### src/rtl/vending_pkg.sv
// vending_pkg
//   Shared types and constants for the vending machine controller.
//   - state_e      : controller FSM states
//   - COIN_*       : coin values in 5-cent units
//   - PRICE_DEF    : default item price in 5-cent units
//   - SUM_W_DEF    : default credit / change width (matches sum_register)
//   - coin_t       : decoded coin information handed from the decoder to the FSM
package vending_pkg;

  typedef enum logic [1:0] {
    S_COLLECT  = 2'd0,
    S_DISPENSE = 2'd1,
    S_CHANGE   = 2'd2
  } state_e;

  localparam logic [2:0] COIN_NICKEL  = 3'd1;
  localparam logic [2:0] COIN_DIME    = 3'd2;
  localparam logic [2:0] COIN_QUARTER = 3'd5;

  localparam int PRICE_DEF = 4;
  localparam int SUM_W_DEF = 3;

  typedef struct packed {
    logic       valid;  // exactly one coin bit set
    logic       multi;  // more than one coin bit set
    logic [2:0] value;  // coin value, 0 unless valid
  } coin_t;

endpackage

### src/rtl/vending_coin_decode.sv
// vending_coin_decode
//   Combinational coin decoder. Turns the three single-cycle coin pulses into
//   a coin value plus valid / multi-coin flags.
//   Ports:
//     i_nickel, i_dime, i_quarter : coin pulses from the acceptor
//     o_valid                     : exactly one coin present
//     o_multi                     : two or more coins in the same cycle
//     o_value                     : value of the single coin (0 when !o_valid)
module vending_coin_decode
  import vending_pkg::*;
(
  input  logic       i_nickel,
  input  logic       i_dime,
  input  logic       i_quarter,
  output logic       o_valid,
  output logic       o_multi,
  output logic [2:0] o_value
);

  logic [1:0] n_coins;
  coin_t      coin;

  always_comb begin
    n_coins    = {1'b0, i_nickel} + {1'b0, i_dime} + {1'b0, i_quarter};
    coin       = '0;
    coin.valid = (n_coins == 2'd1);
    coin.multi = (n_coins > 2'd1);
    if (coin.valid) begin
      if (i_nickel)    coin.value = COIN_NICKEL;
      else if (i_dime) coin.value = COIN_DIME;
      else             coin.value = COIN_QUARTER;
    end
  end

  assign o_valid = coin.valid;
  assign o_multi = coin.multi;
  assign o_value = coin.value;

endmodule

### src/rtl/vending_ctrl.sv
// vending_ctrl
//   Vending machine controller. Sequences the external credit register
//   (sum_register): accumulates coins into it, dispenses when the price is
//   reached, clears it, and hands change out over a valid/ack handshake.
//   Ports:
//     i_clk, i_rst          : clock (rising edge), async active-high reset
//     i_nickel/dime/quarter : single-cycle coin pulses (values 1/2/5)
//     i_cancel              : single-cycle refund request
//     i_change_ack          : change dispenser took o_change
//     i_sum                 : current credit from sum_register
//     o_sum_rst_n           : sum_register clear, active low, acts at next edge
//     o_sum_ld / o_sum_nxt  : sum_register load strobe and new credit
//     o_dispense            : one-cycle item release
//     o_change_valid/o_change : change handshake (o_change = 0 when not valid)
//     o_reject              : one-cycle coin return
//     o_busy                : controller not in S_COLLECT
module vending_ctrl
  import vending_pkg::*;
#(
  parameter int PRICE = PRICE_DEF,
  parameter int SUM_W = SUM_W_DEF
) (
  input  logic             i_clk,
  input  logic             i_rst,
  input  logic             i_nickel,
  input  logic             i_dime,
  input  logic             i_quarter,
  input  logic             i_cancel,
  input  logic             i_change_ack,
  input  logic [SUM_W-1:0] i_sum,
  output logic             o_sum_rst_n,
  output logic             o_sum_ld,
  output logic [SUM_W-1:0] o_sum_nxt,
  output logic             o_dispense,
  output logic             o_change_valid,
  output logic [SUM_W-1:0] o_change,
  output logic             o_reject,
  output logic             o_busy
);

  localparam logic [SUM_W:0] PRICE_X = (SUM_W+1)'(PRICE);

  state_e           state_q, state_d;
  logic [SUM_W-1:0] change_q, change_d;

  logic             coin_valid;
  logic             coin_multi;
  logic [2:0]       coin_value;
  logic             coin_any;
  logic [SUM_W:0]   add;
  logic [SUM_W:0]   over;

  vending_coin_decode u_coin_decode (
    .i_nickel  (i_nickel),
    .i_dime    (i_dime),
    .i_quarter (i_quarter),
    .o_valid   (coin_valid),
    .o_multi   (coin_multi),
    .o_value   (coin_value)
  );

  assign coin_any = coin_valid | coin_multi;

  // One bit wider than the credit so a quarter on top of existing credit
  // cannot wrap before the price compare.
  assign add  = {1'b0, i_sum} + (SUM_W+1)'(coin_value);
  assign over = add - PRICE_X;

  always_comb begin
    state_d        = state_q;
    change_d       = change_q;
    o_sum_rst_n    = 1'b1;
    o_sum_ld       = 1'b0;
    o_sum_nxt      = i_sum;
    o_dispense     = 1'b0;
    o_change_valid = 1'b0;
    o_change       = '0;
    o_reject       = 1'b0;

    unique case (state_q)
      S_COLLECT: begin
        // A refund only happens with credit present; a cancel at zero credit
        // is a no-op and any accompanying coin is handled normally.
        if (i_cancel && (i_sum != '0)) begin
          change_d    = i_sum;
          o_sum_rst_n = 1'b0;
          o_reject    = coin_any;
          state_d     = S_CHANGE;
        end else if (coin_multi) begin
          o_reject = 1'b1;
        end else if (coin_valid) begin
          if (add < PRICE_X) begin
            o_sum_ld  = 1'b1;
            o_sum_nxt = add[SUM_W-1:0];
          end else begin
            // Register is cleared in S_DISPENSE, so no load here.
            change_d = over[SUM_W-1:0];
            state_d  = S_DISPENSE;
          end
        end
      end

      S_DISPENSE: begin
        o_dispense  = 1'b1;
        o_sum_rst_n = 1'b0;
        o_reject    = coin_any;
        state_d     = (change_q != '0) ? S_CHANGE : S_COLLECT;
      end

      S_CHANGE: begin
        o_change_valid = 1'b1;
        o_change       = change_q;
        o_reject       = coin_any;
        if (i_change_ack) begin
          change_d = '0;
          state_d  = S_COLLECT;
        end
      end

      default: begin
        state_d = S_COLLECT;
      end
    endcase

    // Reset masks every output immediately and keeps the credit register
    // clearing on each edge while held.
    if (i_rst) begin
      o_sum_rst_n    = 1'b0;
      o_sum_ld       = 1'b0;
      o_sum_nxt      = '0;
      o_dispense     = 1'b0;
      o_change_valid = 1'b0;
      o_change       = '0;
      o_reject       = 1'b0;
    end
  end

  assign o_busy = (state_q != S_COLLECT) & ~i_rst;

  always_ff @(posedge i_clk or posedge i_rst) begin
    if (i_rst) begin
      state_q  <= S_COLLECT;
      change_q <= '0;
    end else begin
      state_q  <= state_d;
      change_q <= change_d;
    end
  end

endmodule

### config.mk
export PLATFORM = sky130hd
export DESIGN_NAME = vending_ctrl
export DESIGN_NICKNAME = d
export VERILOG_FILES = /design/src/rtl/vending_pkg.sv /design/src/rtl/vending_coin_decode.sv /design/src/rtl/vending_ctrl.sv
export SDC_FILE = /design/constraint.sdc
export NUM_CORES = 1
export LEC_CHECK = 0
export CAP_MARGIN = 0
export CORE_UTILIZATION = 30
export DETAILED_ROUTE_END_ITERATION = 12
export MAX_ROUTING_LAYER = met4
export PLACE_DENSITY = 0.57
export SLEW_MARGIN = 10
export SYNTH_ARGS = -nofsm -noshare
export SYNTH_HDL_FRONTEND = slang
export SYNTH_SLANG_ARGS = --single-unit
### constraint.sdc
create_clock -name i_clk -period 4.7 [get_ports i_clk]
set_clock_uncertainty 0.1 [all_clocks]
set_input_delay 1.175 -clock i_clk [delete_from_list [all_inputs] [get_ports i_clk]]
set_output_delay 1.175 -clock i_clk [all_outputs]
set_load 0.02 [all_outputs]
==> impl_metrics.yaml <==
cells_and_area:
  finalNetCount: 145
  drive_gt1_frac: 0.3680
  fin_util: 0.5191
  diodes: 0
  areaGrowthSynthToFinish_pct: 64.67
  layout.cell_area.non_filler_um2: 1137
timing:
  clock.fmax_mhz: 209.8
  fin_crit_ns: 4.765
  finalSetupViolCount: 2
  rsz0062_at_grt: "true"
  tightest_slew_ns: 0.3812
  setup_ws_ns: -0.06550
  slew_headroom: 0.7456
  period_share: 1.014
  final_max_slew_viol_count: 0
  hold_viol_final: 0
global_routing:
  grt_pass1_wl_um: 3180
  antenna_found_initial: 0
  grt_pass1_vias: 765
  track_usage: 0.1699
  grt_max_degree: 12
  grt_overflow: 0
outcome:
  violations: "negative setup slack"
  status: "finished with violations"
critical_path:
  path_cells: "buf_6, fa_1, nand2b_1, a21oi_2, ha_2, fa_2, nor2_2, a31oi_2, nor4_4, buf_4, mux2i_1, buf_4"
  cp.buffers_inverters: 3
  cp.arrival_ns: 3.49
  cpMostUsedCell: "buf_4"
  cpPeakStageDelay_ns: 0.49
  path_class: "in2out"
  start_kind: "input port"
  cp_top_family: "adder cells"
  cp_max_fo: 3
  cp.required_ns: 3.42
  end_kind: "output port"
  critical-path-slowest-cell: "fa_1"
synth:
  netlist_area_um2: 690.7
  synth-seq-cells: 5
  syn-instance-count: 79
  ys_warn_count: 0
  seq_area_frac_synth: 0.1812
  syn-num-nets: 98
  synth_cell_type_count: 33
  avgSynthCellArea_um2: 8.743
clock_network:
  cts_made_buffers: 3
  path_clk_slew_ns: 0.04
  clock_path_buffers: 2
  root_buffer: "clkbuf_4"
  cts_hold_buf: 0
  cts_sinks: 5
  cts_max_level: 1
  cts_tree: "done"
  clock_latency_ns: 0.23
placement:
  routabilityCongestion: 0.8046
  place_area_um2: 1049
  hpwl_um: 1405
  pre_cts_slack_ns: -0.8869
  io_buffers: 21
routing:
  wirelength_um: 1874
  via_count: 726
  avgViaCountPerCell: 4.745
  route.detailed.drc: 0
  ant_nets: 0
  first_pass_iters: 4
  drt_iter0_markers: 12
  avgRoutedWirePerCell_um: 12.25
pwr:
  p_per_area_nw_per_um2: 357.0
  p_leak_nw: 0.5492
  power.total_uw: 406.1
  max-vdd-ir-drop_mv: 0.2433
floorplanning:
  die-area_um2: 2498
  initial_core_util: 0.3152
  die_h_um: 49.98
  dieWidth_um: 49.98
  design.core.area_um2: 2191
  io_pins: 22
  rows: 17
worst_hold_path:
  hold_path.class: "reg2reg"
job:
  drv_cap: 0
-- logic make-up after synthesis --
logic type                 share of synthesized area
AOI/OAI and AO/OA                             0.2337
xor gates and xnor gates                     0.01268
adders and majority gates                     0.1848
buffers and inverters                        0.02718
DFF                                           0.1812
muxes                                        0.04529
and+or+nand+nor                               0.3152
-- through the flow --
step | TNS, ns | hold slack (ns) | cells
final | -0.08949 | 0.4289 | 153
after detailed placement | -3.337 | 0.4207 | 143
after global placement | -3.002 | 0.4284 | 143
after CTS | -0.1928 | 0.4320 | 151
after global routing | -0.3458 | 0.4514 | 153
after floorplan | 0 | 0.3719 | 79
-- per-layer routing --
metal	wire [µm]	global-route usage	up-vias
met4	0	0.07143	0
met3	59	0.02469	0
li1	-	-	378
met5	0	-	-
met1	857	0.1926	333
met2	956	0.2933	15
-- cell type report --
cell class	instances	area, µm²
Fill cell	214	1054
Multi-Input combinational cell	69	581.8
Timing Repair Buffer	42	350.3
Sequential cell	5	125.1
Tap cell	28	35.03
Clock buffer	4	26.28
Inverter	5	18.77
-- cell usage after synthesis --
master     count  share of area
nand2b_1       3          0.027
and2_1         5          0.045
and2_2         1          0.011
nor3_1         2          0.014
mux2_2         1          0.016
nand2_1        9          0.049
a211oi_2       1          0.018
a22o_1         2          0.025
and3_1         1         0.0091
a21oi_1        1         0.0072
fa_1           2          0.058
a21o_1         1          0.011
o21ai_2        1          0.013
xor2_1         1          0.013
o211a_1        2          0.029
a31oi_1        1         0.0091
nand2b_4       1          0.020
nor4bb_2       1          0.024
nor2b_1        4          0.036
o31a_1         1          0.013
nor2_1         5          0.027
nor4_4         1          0.031
a2111oi_0      1          0.013
mux2i_1        2          0.029
a22oi_1        1          0.011
a211o_1        2          0.025
ha_1           7           0.13
nor3b_1        2          0.022
o31ai_1        1          0.011
dfrtp_1        5           0.18
inv_1          5          0.027
o2bb2ai_1      1          0.013
o21ai_0        5          0.036
-- path summary, 6_finish.rpt --
path                           endpoint        start  slack, ns  depth (start not counted)
setup / recovery           o_sum_nxt[0]       i_dime      -0.07                         12
hold / removal              change_q[0]  change_q[0]       0.43                          1
setup reg to reg             state_q[1]   state_q[0]       2.81                          6
hold reg to reg             change_q[0]  change_q[0]       0.43                          1
max in group asynchronous   change_q[1]        i_rst       2.93                          2
min in group asynchronous    state_q[0]        i_rst       1.30                          2
-- state kept, by name, indices dropped and copies added (netlist names) --
register,flops
state_q,2
change_q,3
-- power breakdown --
group	internal, mW	total (mW)	leakage (nW)	switching, mW
Combinational	0.140	0.278	0.471	0.138
Sequential	0.0638	0.0804	0.0630	0.0167
Clock	0.0320	0.0474	0.0150	0.0154
Total	0.236	0.406	0.549	0.170
-- timing repair --
item	CTS	global route
setup buffers	4	2
endpoints found under the setup margin	4	4
gates resized for setup	37	5
hold endpoints to repair	0	0
pin swaps	5	6
-- layout by cell type, fill, tap and decap left out, drive strengths merged --
master,count
nor2,5
mux2i,2
fa,2
a211oi,1
nor4,1
inv,5
o31a,1
ha,7
and2,6
xor2,1
o21ai,6
and3,1
buf,28
nor2b,4
o31ai,1
clkdlybuf4s50,14
a21oi,1
nor4bb,1
o211a,2
nor3,2
dfrtp,5
a31oi,1
a22oi,1
nand2,9
a2111oi,1
a21o,1
a22o,2
clkbuf,4
nor3b,2
a211o,2
o2bb2ai,1
nand2b,4
mux2,1
Note: power is estimated with default switching activity, not from simulation.
